<file path="src/rtl/dynamixel_status_parser.sv">
// Dynamixel protocol 1.0 status packet receiver: arm, hunt for FF FF,
// filter by servo ID, capture ERR/params, verify checksum or time out.
module dynamixel_status_parser #(
    parameter int unsigned MAX_PARAMS     = 4,
    parameter int unsigned TIMEOUT_CYCLES = 50000
) (
    input  logic        clk,
    input  logic        reset_n,
    input  logic        arm,
    input  logic [7:0]  expect_id,
    input  logic        rx_valid,
    input  logic [7:0]  rx_byte,
    output logic        busy,
    output logic        done,
    output logic [7:0]  id,
    output logic [7:0]  error,
    output logic [2:0]  param_count,
    output logic [31:0] params,
    output logic        chk_ok,
    output logic        timeout,
    output logic        frame_err
);

    localparam int unsigned TW         = (TIMEOUT_CYCLES < 2) ? 1 : $clog2(TIMEOUT_CYCLES);
    localparam logic [TW-1:0] TIMER_LAST = TW'(TIMEOUT_CYCLES - 1);
    localparam logic [7:0]  MAX_LEN    = 8'(MAX_PARAMS + 2);
    localparam logic [7:0]  ANY_ID     = 8'hFE;

    typedef enum logic [2:0] {
        S_IDLE, S_HDR1, S_HDR2, S_ID, S_LEN, S_ERR, S_PARAM, S_CHK
    } state_t;

    state_t          state;
    state_t          state_nxt;
    logic [7:0]      exp_id;
    logic [7:0]      len_r;
    logic [7:0]      sum;
    logic [2:0]      pidx;
    logic [TW-1:0]   timer;

    logic            id_match_c;
    logic            last_param_c;
    logic            ld_id_c;
    logic            ld_len_c;
    logic            ld_err_c;
    logic            ld_param_c;
    logic            ld_chk_c;
    logic            frame_c;
    logic            to_c;

    assign id_match_c   = (exp_id == ANY_ID) || (rx_byte == exp_id);
    assign last_param_c = (({5'd0, pidx} + 8'd1) == (len_r - 8'd2));

    // State register
    always_ff @(posedge clk or negedge reset_n) begin
        if (!reset_n) state <= S_IDLE;
        else          state <= state_nxt;
    end

    // Next state and capture strobes; arm restarts, a completing byte beats the timer
    always_comb begin
        state_nxt  = state;
        ld_id_c    = 1'b0;
        ld_len_c   = 1'b0;
        ld_err_c   = 1'b0;
        ld_param_c = 1'b0;
        ld_chk_c   = 1'b0;
        frame_c    = 1'b0;
        to_c       = 1'b0;
        if (arm) begin
            state_nxt = S_HDR1;
        end else begin
            if (rx_valid) begin
                unique case (state)
                    S_HDR1:  state_nxt = (rx_byte == 8'hFF) ? S_HDR2 : S_HDR1;
                    S_HDR2:  state_nxt = (rx_byte == 8'hFF) ? S_ID : S_HDR1;
                    S_ID: begin
                        if (rx_byte == 8'hFF) begin
                            state_nxt = S_ID;
                        end else if (!id_match_c) begin
                            state_nxt = S_HDR1;
                        end else begin
                            ld_id_c   = 1'b1;
                            state_nxt = S_LEN;
                        end
                    end
                    S_LEN: begin
                        if ((rx_byte < 8'd2) || (rx_byte > MAX_LEN)) begin
                            frame_c   = 1'b1;
                            state_nxt = S_IDLE;
                        end else begin
                            ld_len_c  = 1'b1;
                            state_nxt = S_ERR;
                        end
                    end
                    S_ERR: begin
                        ld_err_c  = 1'b1;
                        state_nxt = (len_r > 8'd2) ? S_PARAM : S_CHK;
                    end
                    S_PARAM: begin
                        ld_param_c = 1'b1;
                        if (last_param_c) state_nxt = S_CHK;
                    end
                    S_CHK: begin
                        ld_chk_c  = 1'b1;
                        state_nxt = S_IDLE;
                    end
                    default: ;
                endcase
            end
            if ((state != S_IDLE) && (state_nxt != S_IDLE) && (timer == TIMER_LAST)) begin
                to_c       = 1'b1;
                ld_id_c    = 1'b0;
                ld_len_c   = 1'b0;
                ld_err_c   = 1'b0;
                ld_param_c = 1'b0;
                state_nxt  = S_IDLE;
            end
        end
    end

    // Datapath: result capture, running checksum, timer, busy/done
    always_ff @(posedge clk or negedge reset_n) begin
        if (!reset_n) begin
            exp_id      <= 8'd0;
            len_r       <= 8'd0;
            sum         <= 8'd0;
            pidx        <= 3'd0;
            timer       <= '0;
            busy        <= 1'b0;
            done        <= 1'b0;
            id          <= 8'd0;
            error       <= 8'd0;
            param_count <= 3'd0;
            params      <= 32'd0;
            chk_ok      <= 1'b0;
            timeout     <= 1'b0;
            frame_err   <= 1'b0;
        end else if (arm) begin
            exp_id      <= expect_id;
            len_r       <= 8'd0;
            sum         <= 8'd0;
            pidx        <= 3'd0;
            timer       <= '0;
            busy        <= 1'b1;
            done        <= 1'b0;
            id          <= 8'd0;
            error       <= 8'd0;
            param_count <= 3'd0;
            params      <= 32'd0;
            chk_ok      <= 1'b0;
            timeout     <= 1'b0;
            frame_err   <= 1'b0;
        end else begin
            done <= ld_chk_c | frame_c | to_c;
            busy <= (state_nxt != S_IDLE);
            if (state != S_IDLE) timer <= timer + TW'(1);
            if (ld_id_c) begin
                id  <= rx_byte;
                sum <= rx_byte;
            end
            if (ld_len_c) begin
                len_r <= rx_byte;
                sum   <= sum + rx_byte;
            end
            if (ld_err_c) begin
                error <= rx_byte;
                sum   <= sum + rx_byte;
                pidx  <= 3'd0;
            end
            if (ld_param_c) begin
                params <= params | ({24'd0, rx_byte} << {pidx[1:0], 3'b000});
                sum    <= sum + rx_byte;
                pidx   <= pidx + 3'd1;
            end
            if (ld_chk_c) begin
                chk_ok      <= (rx_byte == ~sum);
                param_count <= 3'(len_r - 8'd2);
            end
            if (frame_c) frame_err <= 1'b1;
            if (to_c)    timeout   <= 1'b1;
        end
    end

endmodule
</file>
<file path="config.mk">
export PLATFORM = sky130hd
export DESIGN_NAME = dynamixel_status_parser
export DESIGN_NICKNAME = d
export VERILOG_FILES = /design/src/rtl/dynamixel_status_parser.sv
export SDC_FILE = /design/constraint.sdc
export NUM_CORES = 1
export LEC_CHECK = 0
export ABC_AREA = 1
export BUFFER_PORTS_ARGS = -buffer_cell sky130_fd_sc_hd__buf_2
export CORE_MARGIN = 2
export CORE_UTILIZATION = 44
export CTS_BUF_LIST = sky130_fd_sc_hd__clkbuf_2
export CTS_CLUSTER_DIAMETER = 30
export DETAILED_ROUTE_END_ITERATION = 7
export HOLD_SLACK_MARGIN = 0.15
export PLACE_DENSITY_LB_ADDON = 0.25
export RECOVER_POWER = 50
export SLEW_MARGIN = 40
export SYNTH_ARGS = -nofsm -noshare
export SYNTH_HDL_FRONTEND = slang
export SYNTH_SLANG_ARGS = --single-unit
</file>
<file path="constraint.sdc">
create_clock -name clk -period 7 [get_ports clk]
set_input_delay 1.05 -clock clk [delete_from_list [all_inputs] [get_ports clk]]
set_output_delay 1.05 -clock clk [all_outputs]
set_load 0.02 [all_outputs]
</file>
Word level (Yosys, flattened, before mapping). Index checks and enable logic that the tools add are counted.

Reductions and logical operators: 17. Mux-type cells: 67. Shift operators: 1. Add/sub/neg operators: 5. Bitwise operators: 4. Eq/ne operators: 13. $lt $le $gt $ge: 3.

Operator list (count): $mux W8 (10); $mux W32 (2); $mux W3 (13); $mux W1 (37); $mux W16 (2); $or A32 B32 Y32 (1); $shl A8 B5 Y32 (1); $pmux W3 S7 (1); $add A16 B1 Y16 const B (1); $eq A16 B16 Y1 const B (1); $eq A8 B8 Y1 (2); $eq A8 B8 Y1 const B (2); $reduce_bool A2 Y1 (8); $eq A3 B3 Y1 const B (4); $reduce_bool A3 Y1 (4); $add A8 B8 Y8 (1); $eq A4 B8 Y1 (1); $gt A8 B2 Y1 const B (1); $gt A8 B3 Y1 const B (1); $lt A8 B2 Y1 const B (1); $not A8 Y8 (1); $sub A8 B2 Y8 const B (1); $eq A3 B2 Y1 const B (2); $reduce_bool A5 Y1 (1); 7 further kinds (11).

Bits of input ports: 20. Flip-flop bits (word level): 102. Logic and storage cells: 125. Output and inout port bits: 56.

Depth between registers and ports, before layout.
Word-level depth: 17. Mapped depth: 19. Depth with buffers taken out: 19.

Worst setup path before layout. OpenSTA, ideal clock, no wires.

Path kind: input -> register. From: in rx_byte[7]. To: reg params[22]. Path buffers: 3. Data arrival time: 2.658 ns. Path slack: 4.268 ns. Stages on the path: 17. Data required time: 6.926 ns. Library setup time: 0.074 ns. Cells stage by stage: buf_4 -> nand2_1 -> nor2_1 -> nand2_1 -> a21oi_1 -> nand3_1 -> nor2_1 -> nand2_1 -> nand2_2 -> nand2_4 -> o21bai_4 -> nand2_4 -> nor2_4 -> buf_6 -> buf_6 -> nand3_2 -> o21ai_2.

Longest elaborated chain between the ends: 13. Elaborated cells on any way between the ends: 20. Classes of those cells: order compare (2); eq/ne (2); mux (10); reduce/logical (6).

RTL lines: from (decl) (line 12) `input logic [7:0] rx_byte,`; branches (longest 4 deep; another with $lt A8 B2 Y1); $pmux W3 S7 (*) (line 74) `unique case (state)`; $mux W3 (*) (line 73) `if (rx_valid) begin`; $mux W3 (*) (line 70) `if (arm) begin`; $reduce_bool A3 Y1 (*) (line 111) `if ((state != S_IDLE) && (state_nxt != S_IDLE) && (timer == TIMER_LAST)) begin`; $logic_and A1 B1 Y1 (*) (2 in a row) (line 111); $mux W1 (*) (line 111); $mux W1 (*) (line 70); $reduce_bool A2 Y1 (no line) (*); to (signal assigned) (line 172) `params <= params | ({24'd0, rx_byte} << {pidx[1:0], 3'b000});`; to (decl) (line 18) `output logic [31:0] params,`.

Every way passes the cells marked *. The select of a mux whose other input is x is not followed. A chain may end at the register's enable or synchronous reset.

Worst setup path after layout.
From: reg pidx[0]. To: reg params[0].

Longest elaborated chain between the ends: 12. Elaborated cells on any way between the ends: 16. Classes of those cells: add/sub (1); eq/ne (1); shift (1); mux (8); bitwise (1); reduce/logical (4).

RTL lines: from (decl) (line 38) `logic [2:0] pidx;`; from (signal assigned) (line 174) `pidx <= pidx + 3'd1;`; $add A3 B1 Y4 (line 52) `assign last_param_c = (({5'd0, pidx} + 8'd1) == (len_r - 8'd2));`; $eq A4 B8 Y1 (line 52); $mux W3 (line 102) `if (last_param_c) state_nxt = S_CHK;`; $pmux W3 S7 (line 74); $mux W3 (line 73); $mux W3 (line 70); $reduce_bool A3 Y1 (line 111); $logic_and A1 B1 Y1 (2 in a row) (line 111); $mux W1 (line 111); $mux W1 (line 70); $reduce_bool A2 Y1 (no line).

Several ways; a longest one is shown, not always the timed one. The select of a mux whose other input is x is not followed.

==> results_dict.tcl <==
set metrics [dict create \
    status "complete, but fails checks" \
    violations "max-capacitance violations, max-slew violations" \
    ys_types 42 \
    path_cells "ha_1, or2_2, nand3_1, nor2_1, nand3_1, nor2_1, nor2_1, nand2_1, nand2_2, nand2_4, o21bai_4, nand2_4, nor2_4, nand2_1, o21ai_0" \
    regToRegStartpoint "pidx[0]" \
    track_usage_pct 22.4 \
    drive_gt1_share_pct 17.0 \
    hpwlAfterDp_mm 10.6 \
    ctsRootBufferMaster "clkbuf_2" \
    cts_tree "yes" \
    viasPerCell 5.28 \
    rr_worst_depth 15 \
    grt_max_degree 73 \
    htree_num_levels 3 \
    tightestPinTransition_ns 1.74 \
    start_util_pct 45.5 \
    nets 780 \
    worstPathArrival_ns 4.11 \
    period_needed_ns 3.57 \
    cp_max_fo 20 \
    ctsResizeCount 0 \
    synth_warnings 0 \
    vias 4868 \
    yosys_most_used_dff "dfrtp_1" \
    cts_max_path_buffers 2 \
    synth_seq_cells 102 \
    finalSetupViolCount 0 \
    ys_seq_area_share_pct 46.3 \
    min_from "id[1]" \
    r2r_slack_ns 3.43 \
    whs_path_depth 2 \
    finalWirelength_mm 14.5 \
    synth_area_leaders "dfrtp_1 (46%), nand2_1 (11%), nand3_1 (6.6%)" \
    rows 40 \
    hold_viol 0 \
    fin_ws_ns 3.43 \
    cts_made_buffers 9 \
    antenna_found_initial 0 \
    hold_class "register to register" \
    hold_path_end "id[1]" \
    drtPass1Iterations 5 \
    cpMostUsedCell "nor2_1" \
    synth_compound_area_share_pct 12.1 \
    dieArea_um2 13400 \
    synth_top_area_share_pct 46.3 \
    fin_skew_ns 0.0143 \
    post-route-period-util_pct 51.0 \
    io_pins 76 \
    synthToLayoutAreaGrowth_pct 10.4 \
    path_class "register to register" \
    syn_area_per_cell_um2 8.01 \
    grt_first_pass_wirelength_mm 23.3 \
    cts_sinks 102 \
    synth-edff-count 0 \
    syn_area_um2 5510 \
    crit_path_max_incr_delay_ns 0.84 \
    gp_congestion 0.920 \
    cap_violations 2 \
    yosys.area.top_type "dfrtp_1" \
    muxShareOfSynthArea_pct 0 \
    grt_overflow 0 \
    preCtsSetupSlack_ns 3.13 \
    antennaDiodeCount 0 \
    cp-start-kind "register" \
    r2r-end "params[0]" \
    postSynthCellCount 688 \
    yosys.area_share.adder_pct 2.63 \
    clk_latency_ns 0.61 \
    slew_headroom_pct -16.3 \
    ys_async_sr_fraction_pct 100 \
    routedWlPerCell_um 15.7 \
    fmax_mhz 280 \
    max-vdd-ir-drop_mv 0.111 \
    slew_violations 67 \
    post_cts_buffers 0 \
    io_buffers 75 \
    drcViolationCount 0 \
    postRouteAntennaNets 0 \
    grt_pass1_vias 4535 \
    powerDensity_nw_per_um2 163 \
    coreArea_um2 12100 \
    instances_no_fill 922 \
    power_leakage_uw 0.00303 \
    synth_nets 719 \
    fin_tns_setup_ns 0 \
    total_power_uw 993 \
    cts.hold.buffers_added 0 \
    critical-path-slowest-cell "dfrtp_1" \
    rsz0062_at_grt "false" \
    chipHeight_um 116 \
    synth_top_family_by_area "simple AND/OR/NAND/NOR gates" \
    end_kind "register" \
    yosys.area_share.simple_pct 29.0 \
    dp.cells 906 \
    drt_iter0_markers 412 \
    fillers 1221 \
    clkTransAtPathRegs_ns 0.26 \
    worstPathRequired_ns 7.54 \
    synthXorXnorAreaFrac_pct 1.59 \
    fp.dieW_um 116 \
]
## power breakdown
group / switching [µW] / internal [µW]
Combinational: 75.4 / 26.7
Sequential: 7.88 / 601
Clock: 200 / 82.3
## logic make-up after synthesis
| group | count (synthesis) |
|---|---|
| simple gates | 341 |
| buf+inv | 114 |
| compound gates | 110 |
| flops | 102 |
| fa+ha+maj | 11 |
| xor+xnor | 10 |
## cell type report
type,count,area (µm²),area share (%)
flip-flops and latches,102,2550,42.0
clock buffers,10,50.0,0.823
well taps,168,210,3.46
multi-input cells,472,2490,41.0
repair buffers,77,383,6.30
inverters,87,327,5.37
clock inverters,6,62.6,1.03
## routing by layer
metal  wire (µm)  vias up  global-route usage [%]
met1        7120     2300                    33.5
met2        6280      155                    32.9
met5           0        -                       0
met4         272        0                    8.02
met3         802       19                    3.71
li1            -     2394                       -
## synth_stat cells, drive strengths merged (2+ instances only)
cell type and number:
dfrtp 102, o21ai 64, or2 2, buf 13
clkbuf 14, nor4 2, o21bai 3, xnor2 5
nand4 24, nor3 15, xor2 5, ha 10
a31oi 2, nor2 53, nand3 84, inv 86
o31ai 12, a21oi 24, nand2 161
## metrics by stage
step           hold slack, ns  cell area, µm²  utilization [%]
4_1_cts                 0.314            6090             50.3
2_1_floorplan           0.472            5510                -
6_report                0.507            6080             50.2
3_3_place_gp            0.453            5980             49.3
3_5_place_dp            0.460            5980             49.4
5_1_grt                 0.527            6080             50.2
## worst max path at each step
stage / depth (start not counted) / from / slack (ns) / end
after CTS: 15 / pidx[0] / 3.45 / params[0]
final: 15 / pidx[0] / 3.43 / params[0]
after floorplan: 17 / rx_byte[7] / 4.27 / params[22]
after global routing: 15 / pidx[0] / 3.06 / params[0]
after global placement: 15 / rx_byte[1] / 3.27 / params[0]
after detailed placement: 15 / rx_byte[3] / 3.13 / params[2]
## flip-flops by register name (all words and copies together), names as in the netlist
signal,cells
params,32
timer,16
error,8
exp_id,8
id,8
len_r,8
sum,8
param_count,3
pidx,3
state,3
busy,1
chk_ok,1
done,1
frame_err,1
timeout,1
## worst max-delay path: cells and delay by family (launching register included)
family	cells	cell delay [ns]
AOI/OAI and AO/OA	2	0.49
adders and majority gates	1	0.39
DFF	1	0.84
and+or+nand+nor	12	1.79
## cells in the final DEF, fill, tap and decap left out, types with 10 or more instances in the layout
cell type,synthesis,final
a21oi_1,23,23
buf_2,6,66
clkbuf_2,0,10
dfrtp_1,102,102
ha_1,10,10
inv_1,81,82
nand2_1,156,156
nand3_1,73,73
nand3_2,11,11
nand4_1,24,24
nor2_1,49,49
nor3_1,12,12
o21ai_0,43,43
o21ai_1,10,10
o21ai_2,11,11
o31ai_1,12,12
No activity file was read; power rests on OpenSTA's default activity.
